--- src/rtl/bitwise_pkg.sv ---
// Shared definitions for the multi-operand bitwise reduction unit.
//   op_e         : operation encoding carried on the 2-bit op port
//   state_e      : reduction FSM state encoding
//   identity_bit : fill bit of the accumulator start value for an operation
package bitwise_pkg;

  // Operation select; NOR folds as OR and inverts once at the end.
  typedef enum logic [1:0] {
    OP_OR  = 2'b00,
    OP_AND = 2'b01,
    OP_XOR = 2'b10,
    OP_NOR = 2'b11
  } op_e;

  typedef enum logic [1:0] {
    ST_IDLE = 2'b00,
    ST_ACC  = 2'b01,
    ST_DONE = 2'b10
  } state_e;

  // Identity of the fold operator, as the bit replicated across WIDTH:
  // all-ones for AND, all-zeros for OR/XOR/NOR.
  function automatic logic identity_bit(input op_e op);
    return (op == OP_AND);
  endfunction

endpackage

--- src/rtl/bitwise_op2.sv ---
// Two-operand bitwise logic unit (combinational).
//   a, b : WIDTH-bit operands
//   op   : operation; OP_NOR is treated as OR (the caller applies the inversion)
//   y_c  : combinational result
module bitwise_op2
  import bitwise_pkg::*;
#(
  parameter int unsigned WIDTH = 32
) (
  input  logic [WIDTH-1:0] a,
  input  logic [WIDTH-1:0] b,
  input  op_e              op,
  output logic [WIDTH-1:0] y_c
);

  // Operator select
  always_comb begin
    y_c = a | b;
    case (op)
      OP_AND:  y_c = a & b;
      OP_XOR:  y_c = a ^ b;
      default: y_c = a | b;
    endcase
  end

endmodule

--- src/rtl/bitwise_stream_reduce.sv ---
// Multi-operand bitwise reduction over a length-prefixed valid/ready stream.
//   clk, rst_n          : clock, asynchronous active-low reset
//   start, op, len      : command, sampled only in IDLE
//   in_valid/in_ready   : operand handshake (in_ready decoded from state)
//   in_data             : operand
//   out_valid/out_ready : result handshake
//   out_data            : registered result, held until accepted
//   busy                : state != IDLE (decoded from state)
//   len_err             : one-cycle pulse after a start with illegal len
module bitwise_stream_reduce
  import bitwise_pkg::*;
#(
  parameter  int unsigned WIDTH   = 32,
  parameter  int unsigned MAX_LEN = 16,
  localparam int unsigned CW      = $clog2(MAX_LEN + 1)
) (
  input  logic             clk,
  input  logic             rst_n,
  input  logic             start,
  input  logic [1:0]       op,
  input  logic [CW-1:0]    len,
  input  logic             in_valid,
  input  logic [WIDTH-1:0] in_data,
  output logic             in_ready,
  output logic             out_valid,
  output logic [WIDTH-1:0] out_data,
  input  logic             out_ready,
  output logic             busy,
  output logic             len_err
);

  state_e           state, state_nxt;
  op_e              op_q, op_nxt;
  logic [CW-1:0]    len_q, len_nxt;
  logic [CW-1:0]    cnt, cnt_nxt, cnt_inc;
  logic [WIDTH-1:0] acc, acc_nxt;
  logic [WIDTH-1:0] fold_c;
  logic [WIDTH-1:0] out_data_nxt;
  logic             out_valid_nxt;
  logic             len_err_nxt;
  logic             len_ok_c;

  assign len_ok_c = (len != '0) && (len <= CW'(MAX_LEN));
  assign cnt_inc  = cnt + CW'(1);

  // Accumulator update: acc OP in_data
  bitwise_op2 #(.WIDTH(WIDTH)) u_op2 (
    .a   (acc),
    .b   (in_data),
    .op  (op_q),
    .y_c (fold_c)
  );

  // State-decoded handshake/status
  assign in_ready = (state == ST_ACC);
  assign busy     = (state != ST_IDLE);

  // State and datapath registers
  always_ff @(posedge clk or negedge rst_n) begin
    if (!rst_n) begin
      state     <= ST_IDLE;
      op_q      <= OP_OR;
      len_q     <= '0;
      cnt       <= '0;
      acc       <= '0;
      out_data  <= '0;
      out_valid <= 1'b0;
      len_err   <= 1'b0;
    end else begin
      state     <= state_nxt;
      op_q      <= op_nxt;
      len_q     <= len_nxt;
      cnt       <= cnt_nxt;
      acc       <= acc_nxt;
      out_data  <= out_data_nxt;
      out_valid <= out_valid_nxt;
      len_err   <= len_err_nxt;
    end
  end

  // Next-state and datapath control
  always_comb begin
    state_nxt    = state;
    op_nxt       = op_q;
    len_nxt      = len_q;
    cnt_nxt      = cnt;
    acc_nxt      = acc;
    out_data_nxt = out_data;
    len_err_nxt  = 1'b0;

    case (state)
      ST_IDLE: begin
        if (start) begin
          if (len_ok_c) begin
            op_nxt    = op_e'(op);
            len_nxt   = len;
            cnt_nxt   = '0;
            acc_nxt   = {WIDTH{identity_bit(op_e'(op))}};
            state_nxt = ST_ACC;
          end else begin
            len_err_nxt = 1'b1;
          end
        end
      end

      ST_ACC: begin
        if (in_valid) begin
          acc_nxt = fold_c;
          cnt_nxt = cnt_inc;
          // Last beat: publish the folded value, inverting once for NOR
          if (cnt_inc == len_q) begin
            out_data_nxt = (op_q == OP_NOR) ? ~fold_c : fold_c;
            state_nxt    = ST_DONE;
          end
        end
      end

      ST_DONE: begin
        if (out_ready) begin
          state_nxt = ST_IDLE;
        end
      end

      default: begin
        state_nxt = ST_IDLE;
      end
    endcase

    // out_valid tracks DONE one register stage ahead of the state decode
    out_valid_nxt = (state_nxt == ST_DONE);
  end

endmodule

--- config.mk ---
export PLATFORM = sky130hd
export DESIGN_NAME = bitwise_stream_reduce
export DESIGN_NICKNAME = d
export VERILOG_FILES = /design/src/rtl/bitwise_pkg.sv /design/src/rtl/bitwise_op2.sv /design/src/rtl/bitwise_stream_reduce.sv
export SDC_FILE = /design/constraint.sdc
export NUM_CORES = 1
export LEC_CHECK = 0
export BUFFER_PORTS_ARGS = -buffer_cell sky130_fd_sc_hd__buf_2
export CORE_ASPECT_RATIO = 0.5
export CORE_MARGIN = 8
export CORE_UTILIZATION = 52
export CTS_CLUSTER_DIAMETER = 150
export DETAILED_ROUTE_END_ITERATION = 12
export PLACE_DENSITY = 0.8
export SYNTH_ARGS = -nofsm -noshare
export SYNTH_HDL_FRONTEND = slang
export SYNTH_SLANG_ARGS = --single-unit
--- constraint.sdc ---
create_clock -name clk -period 2.1 [get_ports clk]
set_input_delay 0.42 -clock clk [delete_from_list [all_inputs] [get_ports clk]]
set_output_delay 0.42 -clock clk [all_outputs]
set_load 0.01 [all_outputs]
* Word level (Yosys, flattened, before mapping)
Cells that the tools add are included.
Cells by class: reduce and logical (&&, ||, !) cells 8, magnitude comparators 1, add/subtract/negate cells 1, multiplexer cells 19, bitwise gates (word level) 4, equality and inequality tests 11
Operators by type and width (count):
- 32-bit 2-to-1 mux | 4
- 32-bit one-hot mux with 2 select lines | 2
- 32-bit AND | 1
- 32-bit inverter | 1
- 32-bit OR | 1
- 32-bit XOR | 1
- 5-bit 2-to-1 mux | 3
- 2-bit 2-to-1 mux | 5
- 5-bit one-hot mux with 2 select lines | 1
- 2-bit == test (second input constant) | 4
- 2-bit by 1-bit == test with 1-bit output (second input constant) | 3
- 2-bit != test (second input constant) | 3
- 2-bit one-hot mux with 3 select lines | 1
- 3-bit AND reduction | 2
- 5-bit by 1-bit adder with 5-bit output (second input constant) | 1
- 5-bit == test | 1
- 5-bit <= comparator (second input constant) | 1
- 5-bit nonzero test | 1
- 4-bit AND reduction | 1
- 2-bit nonzero test | 2
- 1-bit 2-to-1 mux | 3
- 2-bit zero test | 1
- 1-bit logical AND | 1
Word-level totals: word-level logic and storage cells 52, input bits 44, register bits 80

* Longest topological paths before layout
depth after elaboration 6, mapped depth 8, depth with buffers taken out 6

* Hierarchy
A second synthesis with hierarchy kept.
Second synthesis, totals: cells, all modules 459, area total of the unflattened synthesis 5134.9 um^2
By module, submodules not included:
- bitwise_stream_reduce | times used 1, cells each 250, area each 3553.4 um^2
- bitwise_op2 | times used 1, cells each 209, area each 1581.5 um^2

* Least setup slack after synthesis
Ideal clock, no wire load.
path kind register to register, start reg cnt[0], end reg out_data[0], arrival time 2046 ps, buffers on the path 2, clock period less this slack 2171 ps, library setup time 125 ps, stages on the path, launching flop included 9, data required time 1975 ps, slack -71 ps, path through dfrtp_1 -> ha_1 -> xnor2_1 -> and3_1 -> nand4_1 -> or3b_1 -> buf_6 -> buf_12 -> mux2_4
Between the ends: word-level cells in the longest chain between the ends 3
RTL lines:
- from (decl) | line bitwise_stream_reduce.sv:35 | logic [CW-1:0] cnt, cnt_nxt, cnt_inc;
- from (signal assigned) | line bitwise_stream_reduce.sv:73 | cnt <= cnt_nxt;
- 5-bit by 1-bit adder with 5-bit output | line bitwise_stream_reduce.sv:44 | assign cnt_inc = cnt + CW'(1);
- 5-bit == test | line bitwise_stream_reduce.sv:111 | if (cnt_inc == len_q) begin
- 3-bit AND reduction (no line)
- to (signal assigned) | line bitwise_stream_reduce.sv:75 | out_data <= out_data_nxt;
- to (decl) | line bitwise_stream_reduce.sv:26 | output logic [WIDTH-1:0] out_data,
No other way between the ends. A chain may end at the register's enable or synchronous reset.

* Worst setup path in the final report
start reg cnt[0], end reg out_data[18]
The elaborated chain is that of the path after synthesis.

==> results.cfg <==
[drt]
dr.first_iter.drc_count = 271
first_pass_iters = 4
drc = 0
drt_wl_total_microns = 11900
ant_nets = 0
post_drt_via_cell_ratio = 5.55
vias = 3761
wl_per_cell_microns = 17.5

[synthesis]
yosysTopAreaCell = dfrtp_1
synth.avg_cell_area_sq_um = 11.3
syn-num-nets = 569
synth_edf_count = 0
synth_cell_types = 33
synth.cell_area_sq_um = 5160
synth-seq-cells = 80
synthFlopType = dfrtp_1
synthArstFlopShare = 1.00
yosys_warnings = 0
syn_inst = 457
yosys-top-cells-area = dfrtp_1, ha_1, mux2_4
ys_seq_area_frac = 0.388
synth_top_area_frac = 0.388

[setup_path]
crit_family = simple AND/OR/NAND/NOR gates
arrival_ns = 2.35
worstPathRequired_ns = 2.33
cp_slowest_cell = or3b_4
worst-setup-path-type = flip-flop to flip-flop
critPathBufInv = 1
critPathLaunchType = flip-flop
slowest_delay_ns = 0.43
cp_max_fo = 19
setup.worst_path.end_class = flip-flop
path_cells = ha_4 > xnor2_1 > and3_1 > nand4_1 > or3b_4 > buf_12 > mux2_4

[placement]
io_buffers = 79
placed_area_sq_um = 5820
hpwl_microns = 8220
gp_congestion = 0.736

[layout]
syn2layout_area_growth_pct = 18.7
final-seq-area_sq_um = 2000
layout_commonest_cell = dfrtp_1
final_cell_mix = dfrtp_1, buf_2, inv_1, ha_1
multi_input_area_sq_um = 2770
fillers = 730
num_antenna_cells = 0
drive_above_1_share = 0.298
nets = 650
fin_area_sq_um = 6130

[grt]
overflow = 0
grt_pass1_wl_microns = 19900
grt_max_degree = 49
grt_usage = 0.184
antenna_found_initial = 0
grt_pass1_vias = 3993

[clocking]
ctsHtreeMaxLevel = 3
cts_sinks = 80
clk_latency_ns = 0.34
cts-root-buf = clkbuf_16
clkTransAtPathRegs_ns = 0.07
cts_buffers = 9
tritoncts = yes
cts_buffer_depth = 2

[run_status]
violations = negative setup slack
status = finished, violations left

[pwr]
p_per_area_nw_per_um2 = 1620
peakVddDrop_v = 0.000681
p_leak_nw = 3.31

[timing]
rsz0062_at_grt = yes
period_needed_ns = 2.12
final-setup-viol-count = 27
hold_viol_final = 0
period_share = 1.01
worstMarginPinSlew_ns = 1.03
skew_ns = 0.00682
whs_ns = 0.277
fin_ws_ns = -0.0184
slew-limit-headroom = 0.315
maxSlewViolCount = 0
max_freq_mhz = 472

[die]
initial_utilization = 0.541
core_area_sq_um = 9540
die_h_microns = 86.4
die_x_microns = 157
rows = 25
ioPinCount = 80
dieArea_sq_um = 13600

[hold_path]
min_path_type = input pin to flip-flop

[job]
cap_violations = 0
## metrics by stage
step	setup TNS [ns]	power, mW	worst slack, ns	std cells	util
global placement	-2.02	8.10	-0.0718	661	0.610
floorplan	-0.285	6.83	-0.0105	457	-
finish	-0.201	9.94	-0.0184	678	0.642
detailed placement	-3.14	8.38	-0.112	661	0.610
global route	-2.41	10.7	-0.0910	678	0.642
CTS	-0.220	10.0	-0.0199	678	0.642
## cells in the mapped netlist, drive strengths merged, types with 2 or more instances
cell type,instances
dfrtp,80
ha,68
inv,68
mux2,39
a21oi,34
xor2,34
a221o,32
a221oi,32
clkbuf,20
buf,12
nand2,6
o21ai,5
xnor2,5
nor2,4
nand3,3
a22o,2
nor2b,2
xor3,2
## final timing paths
check / start / slack [ns] / cells past startpoint / end
setup / recovery: cnt[0]$_DFFE_PN0P_ / -0.02 / 7 / out_data[18]$_DFFE_PN0P_
hold / removal: out_ready / 0.28 / 2 / out_valid$_DFF_PN0_
setup reg to reg: cnt[0]$_DFFE_PN0P_ / -0.02 / 7 / out_data[18]$_DFFE_PN0P_
hold reg to reg: out_data[4]$_DFFE_PN0P_ / 0.51 / 1 / out_data[4]$_DFFE_PN0P_
max in group asynchronous: rst_n / 1.02 / 3 / acc[14]$_DFFE_PN0P_
min in group asynchronous: rst_n / 0.51 / 2 / out_valid$_DFF_PN0_
## timing repair
action / 4_1_cts / 5_1_grt
endpoints found under the hold margin: 22 / 0
pin swaps: 1 / 0
resized for setup: 2 / 0
hold buffers: 1 / 0
buffers inserted: 0 / 0
setup endpoints to repair: 32 / 32
## layer usage
| metal | share of wire | vias up | routed length (microns) | GRT usage |
|---|---|---|---|---|
| met1 | 0.42 | 1864 | 5020 | 0.215 |
| met4 | 0.013 | 0 | 160 | 0.0563 |
| li1 | - | 1779 | - | - |
| met2 | 0.50 | 102 | 5900 | 0.317 |
| met5 | 0 | - | 0 | 0 |
| met3 | 0.066 | 16 | 780 | 0.0610 |
## layout make-up
cell class,instances,share of cell area
inverter,68,0.0416
clock inverter,6,0.00817
timing repair buffer,102,0.106
sequential,80,0.327
multi-input combinational,277,0.451
tap,135,0.0276
clock buffer,10,0.0390
## state kept, by name, indices dropped and copies added, names as in the netlist
| signal | flops |
|---|---|
| acc | 32 |
| out_data | 32 |
| cnt | 5 |
| len_q | 5 |
| op_q | 2 |
| state | 2 |
| len_err | 1 |
| out_valid | 1 |
## logic make-up after synthesis
| kind of cell | Yosys count | share of synthesized area |
|---|---|---|
| AO/OA/AOI/OAI | 106 | 0.159 |
| buffers and inverters | 100 | 0.0831 |
| flip-flops | 80 | 0.388 |
| adder cells (fa/ha/maj) | 68 | 0.165 |
| XOR/XNOR | 41 | 0.0754 |
| multiplexers | 39 | 0.105 |
| AND/OR/NAND/NOR | 23 | 0.0242 |
## where the power goes
| part | internal, mW | switching (mW) | total, mW |
|---|---|---|---|
| Clock | 0.849 | 0.668 | 1.52 |
| Sequential | 2.23 | 0.526 | 2.75 |
| Combinational | 2.73 | 2.94 | 5.67 |
| Total | 5.80 | 4.13 | 9.94 |
Power figures use the tool's default switching activity.
